File: config.mk
export PLATFORM = sky130hd
export DESIGN_NAME = cache_mem_arbiter_flat
export DESIGN_NICKNAME = d
export VERILOG_FILES = /design/src/rtl/cache_mem_arbiter_if.sv /design/src/rtl/cache_mem_arbiter.sv /design/src/flat_wrapper.sv
export SDC_FILE = /design/constraint.sdc
export NUM_CORES = 1
export LEC_CHECK = 0
export ABC_AREA = 1
export CAP_MARGIN = 40
export CORE_AREA = 2 2 282 284
export CTS_CLUSTER_SIZE = 28
export DETAILED_ROUTE_END_ITERATION = 8
export DIE_AREA = 0 0 284 286
export PLACE_DENSITY_LB_ADDON = 0.05
export REMOVE_ABC_BUFFERS = 1
export SYNTH_ARGS = -nofsm -noshare
export SYNTH_HDL_FRONTEND = slang
export SYNTH_SLANG_ARGS = --single-unit
File: constraint.sdc
create_clock -name clk -period 2.3 [get_ports clk]
set_input_delay 0.46 -clock clk [delete_from_list [all_inputs] [get_ports clk]]
set_output_delay 0.46 -clock clk [all_outputs]
set_load 0.02 [all_outputs]
File: src/rtl/cache_mem_arbiter_if.sv
// Bus bundle between the I/D caches, the shared memory port and the arbiter.
// The slave modport is the arbiter's view; master is the view of the caches and memory.
interface cache_mem_arbiter_if #(
  parameter int unsigned ADDR_W = 28,
  parameter int unsigned DATA_W = 128
) ();
  logic              i_read;
  logic [ADDR_W-1:0] i_addr;
  logic              i_ready;
  logic [DATA_W-1:0] i_rdata;
  logic              d_read;
  logic              d_write;
  logic [ADDR_W-1:0] d_addr;
  logic [DATA_W-1:0] d_wdata;
  logic              d_ready;
  logic [DATA_W-1:0] d_rdata;
  logic              mem_read;
  logic              mem_write;
  logic [ADDR_W-1:0] mem_addr;
  logic [DATA_W-1:0] mem_wdata;
  logic [DATA_W-1:0] mem_rdata;
  logic              mem_ready;

  modport slave (
    input  i_read, i_addr, d_read, d_write, d_addr, d_wdata, mem_rdata, mem_ready,
    output i_ready, i_rdata, d_ready, d_rdata, mem_read, mem_write, mem_addr, mem_wdata
  );

  modport master (
    output i_read, i_addr, d_read, d_write, d_addr, d_wdata, mem_rdata, mem_ready,
    input  i_ready, i_rdata, d_ready, d_rdata, mem_read, mem_write, mem_addr, mem_wdata
  );
endinterface

File: src/rtl/cache_mem_arbiter.sv
// Arbitrates one line-wide memory port between I-cache and D-cache, D-cache first.
// Define ARB_FAIRNESS_EN to bound I-cache starvation to MAX_D_BURST consecutive D grants.
module cache_mem_arbiter #(
  parameter int unsigned ADDR_W      = 28,
  parameter int unsigned DATA_W      = 128,
  parameter int unsigned MAX_D_BURST = 4
) (
  input logic                clk,
  input logic                rst_n,
  cache_mem_arbiter_if.slave bus
);

  if (MAX_D_BURST < 1 || MAX_D_BURST > 15) begin : g_bad_burst
    $error("MAX_D_BURST must be in 1..15");
  end

  typedef enum logic [1:0] {StIdle, StIBusy, StDBusy, StDone} state_e;

  state_e            state_q, state_d;
  logic              i_ready_q, i_ready_d;
  logic              d_ready_q, d_ready_d;
  logic              mem_read_q, mem_read_d;
  logic              mem_write_q, mem_write_d;
  logic [ADDR_W-1:0] mem_addr_q, mem_addr_d;
  logic [DATA_W-1:0] mem_wdata_q, mem_wdata_d;
  logic [DATA_W-1:0] i_rdata_q, i_rdata_d;
  logic [DATA_W-1:0] d_rdata_q, d_rdata_d;
  logic              d_req;
  logic              grant_i;

  assign d_req = bus.d_read | bus.d_write;

`ifdef ARB_FAIRNESS_EN
  logic [3:0] fair_cnt_q, fair_cnt_d;

  // Once D has taken MAX_D_BURST grants in a row with I waiting, I goes next.
  assign grant_i = bus.i_read & (~d_req | (fair_cnt_q == 4'(MAX_D_BURST)));

  always_comb begin
    fair_cnt_d = fair_cnt_q;
    if (state_q == StIdle) begin
      if (!bus.i_read || grant_i) begin
        fair_cnt_d = 4'd0;
      end else if (d_req) begin
        fair_cnt_d = fair_cnt_q + 4'd1;
      end
    end
  end

  always_ff @(posedge clk or negedge rst_n) begin
    if (!rst_n) begin
      fair_cnt_q <= 4'd0;
    end else begin
      fair_cnt_q <= fair_cnt_d;
    end
  end
`else
  assign grant_i = bus.i_read & ~d_req;
`endif

  always_comb begin
    state_d     = state_q;
    i_ready_d   = 1'b0;
    d_ready_d   = 1'b0;
    mem_read_d  = mem_read_q;
    mem_write_d = mem_write_q;
    mem_addr_d  = mem_addr_q;
    mem_wdata_d = mem_wdata_q;
    i_rdata_d   = i_rdata_q;
    d_rdata_d   = d_rdata_q;
    case (state_q)
      StIdle: begin
        if (grant_i) begin
          state_d     = StIBusy;
          mem_read_d  = 1'b1;
          mem_write_d = 1'b0;
          mem_addr_d  = bus.i_addr;
        end else if (d_req) begin
          // A simultaneous read+write from the D side is treated as a write-back.
          state_d     = StDBusy;
          mem_read_d  = ~bus.d_write;
          mem_write_d = bus.d_write;
          mem_addr_d  = bus.d_addr;
          mem_wdata_d = bus.d_wdata;
        end
      end
      StIBusy: begin
        if (bus.mem_ready) begin
          state_d    = StDone;
          mem_read_d = 1'b0;
          i_ready_d  = 1'b1;
          i_rdata_d  = bus.mem_rdata;
        end
      end
      StDBusy: begin
        if (bus.mem_ready) begin
          state_d     = StDone;
          mem_read_d  = 1'b0;
          mem_write_d = 1'b0;
          d_ready_d   = 1'b1;
          if (mem_read_q) begin
            d_rdata_d = bus.mem_rdata;
          end
        end
      end
      StDone: begin
        // Dead cycle so the served cache can drop its request before re-arbitration.
        state_d = StIdle;
      end
      default: begin
        state_d = StIdle;
      end
    endcase
  end

  always_ff @(posedge clk or negedge rst_n) begin
    if (!rst_n) begin
      state_q     <= StIdle;
      i_ready_q   <= 1'b0;
      d_ready_q   <= 1'b0;
      mem_read_q  <= 1'b0;
      mem_write_q <= 1'b0;
      mem_addr_q  <= '0;
      mem_wdata_q <= '0;
      i_rdata_q   <= '0;
      d_rdata_q   <= '0;
    end else begin
      state_q     <= state_d;
      i_ready_q   <= i_ready_d;
      d_ready_q   <= d_ready_d;
      mem_read_q  <= mem_read_d;
      mem_write_q <= mem_write_d;
      mem_addr_q  <= mem_addr_d;
      mem_wdata_q <= mem_wdata_d;
      i_rdata_q   <= i_rdata_d;
      d_rdata_q   <= d_rdata_d;
    end
  end

  assign bus.i_ready   = i_ready_q;
  assign bus.i_rdata   = i_rdata_q;
  assign bus.d_ready   = d_ready_q;
  assign bus.d_rdata   = d_rdata_q;
  assign bus.mem_read  = mem_read_q;
  assign bus.mem_write = mem_write_q;
  assign bus.mem_addr  = mem_addr_q;
  assign bus.mem_wdata = mem_wdata_q;

endmodule

File: src/flat_wrapper.sv
// flat-port wrapper written by rule: the top's interface ports become plain ports
module cache_mem_arbiter_flat 
#(
  parameter int unsigned ADDR_W      = 28,
  parameter int unsigned DATA_W      = 128,
  parameter int unsigned MAX_D_BURST = 4
)
  (clk, rst_n, bus_i_read, bus_i_addr, bus_d_read, bus_d_write, bus_d_addr, bus_d_wdata, bus_mem_rdata, bus_mem_ready, bus_i_ready, bus_i_rdata, bus_d_ready, bus_d_rdata, bus_mem_read, bus_mem_write, bus_mem_addr, bus_mem_wdata);
  cache_mem_arbiter_if #(.ADDR_W(ADDR_W), .DATA_W(DATA_W)) bus_i ();
  input logic clk;
  input logic rst_n;
  input wire logic [$bits(bus_i.i_read)-1:0] bus_i_read;
  input wire logic [$bits(bus_i.i_addr)-1:0] bus_i_addr;
  input wire logic [$bits(bus_i.d_read)-1:0] bus_d_read;
  input wire logic [$bits(bus_i.d_write)-1:0] bus_d_write;
  input wire logic [$bits(bus_i.d_addr)-1:0] bus_d_addr;
  input wire logic [$bits(bus_i.d_wdata)-1:0] bus_d_wdata;
  input wire logic [$bits(bus_i.mem_rdata)-1:0] bus_mem_rdata;
  input wire logic [$bits(bus_i.mem_ready)-1:0] bus_mem_ready;
  output wire logic [$bits(bus_i.i_ready)-1:0] bus_i_ready;
  output wire logic [$bits(bus_i.i_rdata)-1:0] bus_i_rdata;
  output wire logic [$bits(bus_i.d_ready)-1:0] bus_d_ready;
  output wire logic [$bits(bus_i.d_rdata)-1:0] bus_d_rdata;
  output wire logic [$bits(bus_i.mem_read)-1:0] bus_mem_read;
  output wire logic [$bits(bus_i.mem_write)-1:0] bus_mem_write;
  output wire logic [$bits(bus_i.mem_addr)-1:0] bus_mem_addr;
  output wire logic [$bits(bus_i.mem_wdata)-1:0] bus_mem_wdata;
  assign bus_i.i_read = bus_i_read;
  assign bus_i.i_addr = bus_i_addr;
  assign bus_i.d_read = bus_d_read;
  assign bus_i.d_write = bus_d_write;
  assign bus_i.d_addr = bus_d_addr;
  assign bus_i.d_wdata = bus_d_wdata;
  assign bus_i.mem_rdata = bus_mem_rdata;
  assign bus_i.mem_ready = bus_mem_ready;
  assign bus_i_ready = bus_i.i_ready;
  assign bus_i_rdata = bus_i.i_rdata;
  assign bus_d_ready = bus_i.d_ready;
  assign bus_d_rdata = bus_i.d_rdata;
  assign bus_mem_read = bus_i.mem_read;
  assign bus_mem_write = bus_i.mem_write;
  assign bus_mem_addr = bus_i.mem_addr;
  assign bus_mem_wdata = bus_i.mem_wdata;
  cache_mem_arbiter #(.ADDR_W(ADDR_W), .DATA_W(DATA_W), .MAX_D_BURST(MAX_D_BURST)) u_core (.clk(clk), .rst_n(rst_n), .bus(bus_i));
endmodule
==> flow_metrics.tcl <==
set metrics [dict create \
    synth_simple_gate_area_frac 0.199 \
    critPathLaunchType "flop" \
    start_util 0.206 \
    antenna_found_initial 11 \
    path_class "reg2out" \
    cpMaxStageDelayCell "clkdlybuf4s50_1" \
    clk_latency_ps 600 \
    grt_max_degree 89 \
    cp.required_ps 1840 \
    rr_worst_depth 8 \
    fin_crit_ps 2140 \
    syn_area_per_cell_um2 9.16 \
    grt-ovfl-total 0 \
    drt-total-wl_um 66600 \
    arrival_ps 1680 \
    cts-buffers-inserted 52 \
    dpl_cell_area_um2 25000 \
    max_freq_mhz 467 \
    r2r-start "u_core.state_q[0]" \
    synthDistinctLibCells 17 \
    worstSetupEndpointType "output port" \
    crit_fanout 2 \
    cts.sinks 418 \
    crit_chain "clkdlybuf4s50_1" \
    dieArea_um2 81200 \
    syn_to_final_growth_pct 65.5 \
    r2r_slack_ps 590 \
    cts_max_path_buffers 3 \
    route.met3.wl_um 6600 \
    ant_nets 0 \
    drive_gt1_frac 0.0540 \
    hold_viol_final 0 \
    firstDrtPassIters 5 \
    synth_xor_xnor_area_share 0 \
    rsz0062_at_grt "no" \
    ir_drop_mv 0.540 \
    ys_warn_count 0 \
    grt_pass1_wl_um 98300 \
    drt_iter0_drc 669 \
    highest_layer "met5" \
    m1WireLength_um 24800 \
    num_rows 103 \
    grt_pass1_vias 14800 \
    fp.dieW_um 284 \
    via_per_inst 3.96 \
    final_cell_area_um2 26700 \
    syn-cell-area_um2 16100 \
    leakagePower_nw 12.7 \
    utilization 0.341 \
    power_density_nw_per_um2 1480 \
    vias 14200 \
    setup_viol 0 \
    slew_headroom 0.653 \
    critPathTopFamily "buffers and inverters" \
    hp-class "in2async" \
    path_buf_inv 1 \
    cts_tree "yes" \
    portBuffers 733 \
    drcViolationCount 0 \
    postSynthCellCount 1761 \
    core_um2 78400 \
    yosysSeqAreaShare 0.648 \
    dpl.hpwl_um 50200 \
    finalCritPeriodShare 0.930 \
    skew_ps 18.6 \
    synth_compound_area_frac 0.0800 \
    final_max_slew_viol_count 0 \
    wl_per_cell_um 18.5 \
    path_clk_slew_ps 60 \
    synth-adder-area-share 0.00388 \
    fin_nets 2823 \
    max_stage_delay_ps 740 \
    maxCapViolCount 0 \
    dr_wl_met2_um 33500 \
    ys_ff_latch 418 \
    cts_root_buf "clkbuf_16" \
    worstMarginPinSlew_ps 521 \
    status "finished clean" \
    muxShareOfSynthArea 0 \
    finalWeightedCongestion 0.798 \
    synth_top_family_by_area "simple AND/OR/NAND/NOR gates" \
    die_h_um 286 \
    htreeDepth 2 \
    grt_use_total 0.160 \
    ioPinCount 734 \
    r2r_end "u_core.bus.d_rdata[46]" \
]
-- worst max path at each step --
| stage | depth (start not counted) | end | from |
|---|---|---|---|
| 4_1_cts | 1 | bus_d_rdata[126] | u_core.bus.d_rdata[126] |
| 3_5_place_dp | 6 | u_core.bus.d_rdata[102] | bus_mem_ready |
| 3_3_place_gp | 8 | u_core.bus.mem_addr[10] | bus_d_write |
| 6_report | 1 | bus_i_rdata[26] | u_core.bus.i_rdata[26] |
| 2_1_floorplan | 4 | u_core.bus.i_rdata[0] | u_core.state_q[1] |
| 5_1_grt | 1 | bus_d_rdata[126] | u_core.bus.d_rdata[126] |
-- metal layers --
| layer | GRT usage | vias to the layer above |
|---|---|---|
| li1 | - | 6907 |
| met1 | 0.171 | 6737 |
| met2 | 0.285 | 483 |
| met3 | 0.0698 | 98 |
| met4 | 0.0437 | 14 |
| met5 | 0 | - |
-- area by class of cell --
cell class | count | area (µm²)
fill | 8190 | 51700
sequential | 418 | 10500
timing repair buffer | 783 | 8020
multi-input combinational | 1076 | 4590
clock buffer | 83 | 1590
tap | 1050 | 1310
inverter | 169 | 636
clock inverter | 10 | 88.8
antenna | 4 | 10.0
-- logic make-up (layout without fill, tap and decap cells) --
| kind of cell | count (synthesis) | in the layout |
|---|---|---|
| adders and majority gates | 5 | 5 |
| DFF | 418 | 418 |
| AOI/OAI and AO/OA | 258 | 258 |
| buffers and inverters | 267 | 1045 |
| and+or+nand+nor | 813 | 813 |
| other | 0 | 4 |
-- where the power goes --
part	total (mW)	internal (mW)	switching [mW]
clock	8.07	4.81	3.27
combinational	18.6	8.13	10.5
sequential	12.7	10.8	1.92
-- state kept, by name, summed over array words and instances (netlist names) --
signal                count
u_core.bus.d_rdata      128
u_core.bus.i_rdata      128
u_core.bus.mem_wdata    128
u_core.bus.mem_addr      28
u_core.state_q            2
u_core.bus.d_ready        1
u_core.bus.i_ready        1
u_core.bus.mem_read       1
u_core.bus.mem_write      1
-- cell usage in the layout, fill, tap and decap left out, drive strengths merged --
cell type / n
clkinvlp: 1
diode: 4
dlygate4sd3: 1
o21ai: 257
dlygate4sd2: 1
a21oi: 1
nand4: 1
clkdlybuf4s50: 731
buf: 50
nand2: 750
ha: 5
clkbuf: 83
nand3: 30
inv: 170
dfrtp: 418
nand3b: 28
nor2: 4
bufinv: 1
clkinv: 7
-- synth_stat cells --
cell      number  area [µm²]
o21ai_1       10        50.1
nand4_1        1        6.26
inv_1        165         619
ha_1           5        62.6
buf_6          1        11.3
a21oi_1        1        5.00
nand3b_1      28         210
dfrtp_1      418       10500
inv_2          4        15.0
clkbuf_1      35         131
o21ai_0      247        1240
buf_2         51         255
nand3_1       30         150
nand2_2        3        18.8
nand2_1      747        2800
buf_4         11        82.6
nor2_1         4        15.0
-- through the flow --
step / hold WS (ps) / TNS [ps] / instances / setup WS (ps) / power [mW]
floorplan: 164 / -592580 / 1663 / -2200 / 21.0
global placement: 430 / 0 / 3495 / 335 / 31.7
detailed placement: 444 / 0 / 3495 / 316 / 31.8
CTS: 347 / 0 / 3589 / 74.5 / 40.2
global route: 376 / 0 / 3589 / 58.7 / 42.1
finish: 390 / 0 / 3593 / 160 / 39.4
-- what timing repair did --
| action | in CTS | in global routing |
|---|---|---|
| hold buffers | 1 | 0 |
| setup buffers | 0 | 0 |
| gates resized for setup | 1 | 0 |
| endpoints found under the setup margin | 1 | 0 |
| hold endpoints to repair | 33 | 0 |
Power figures use the tool's default switching activity.
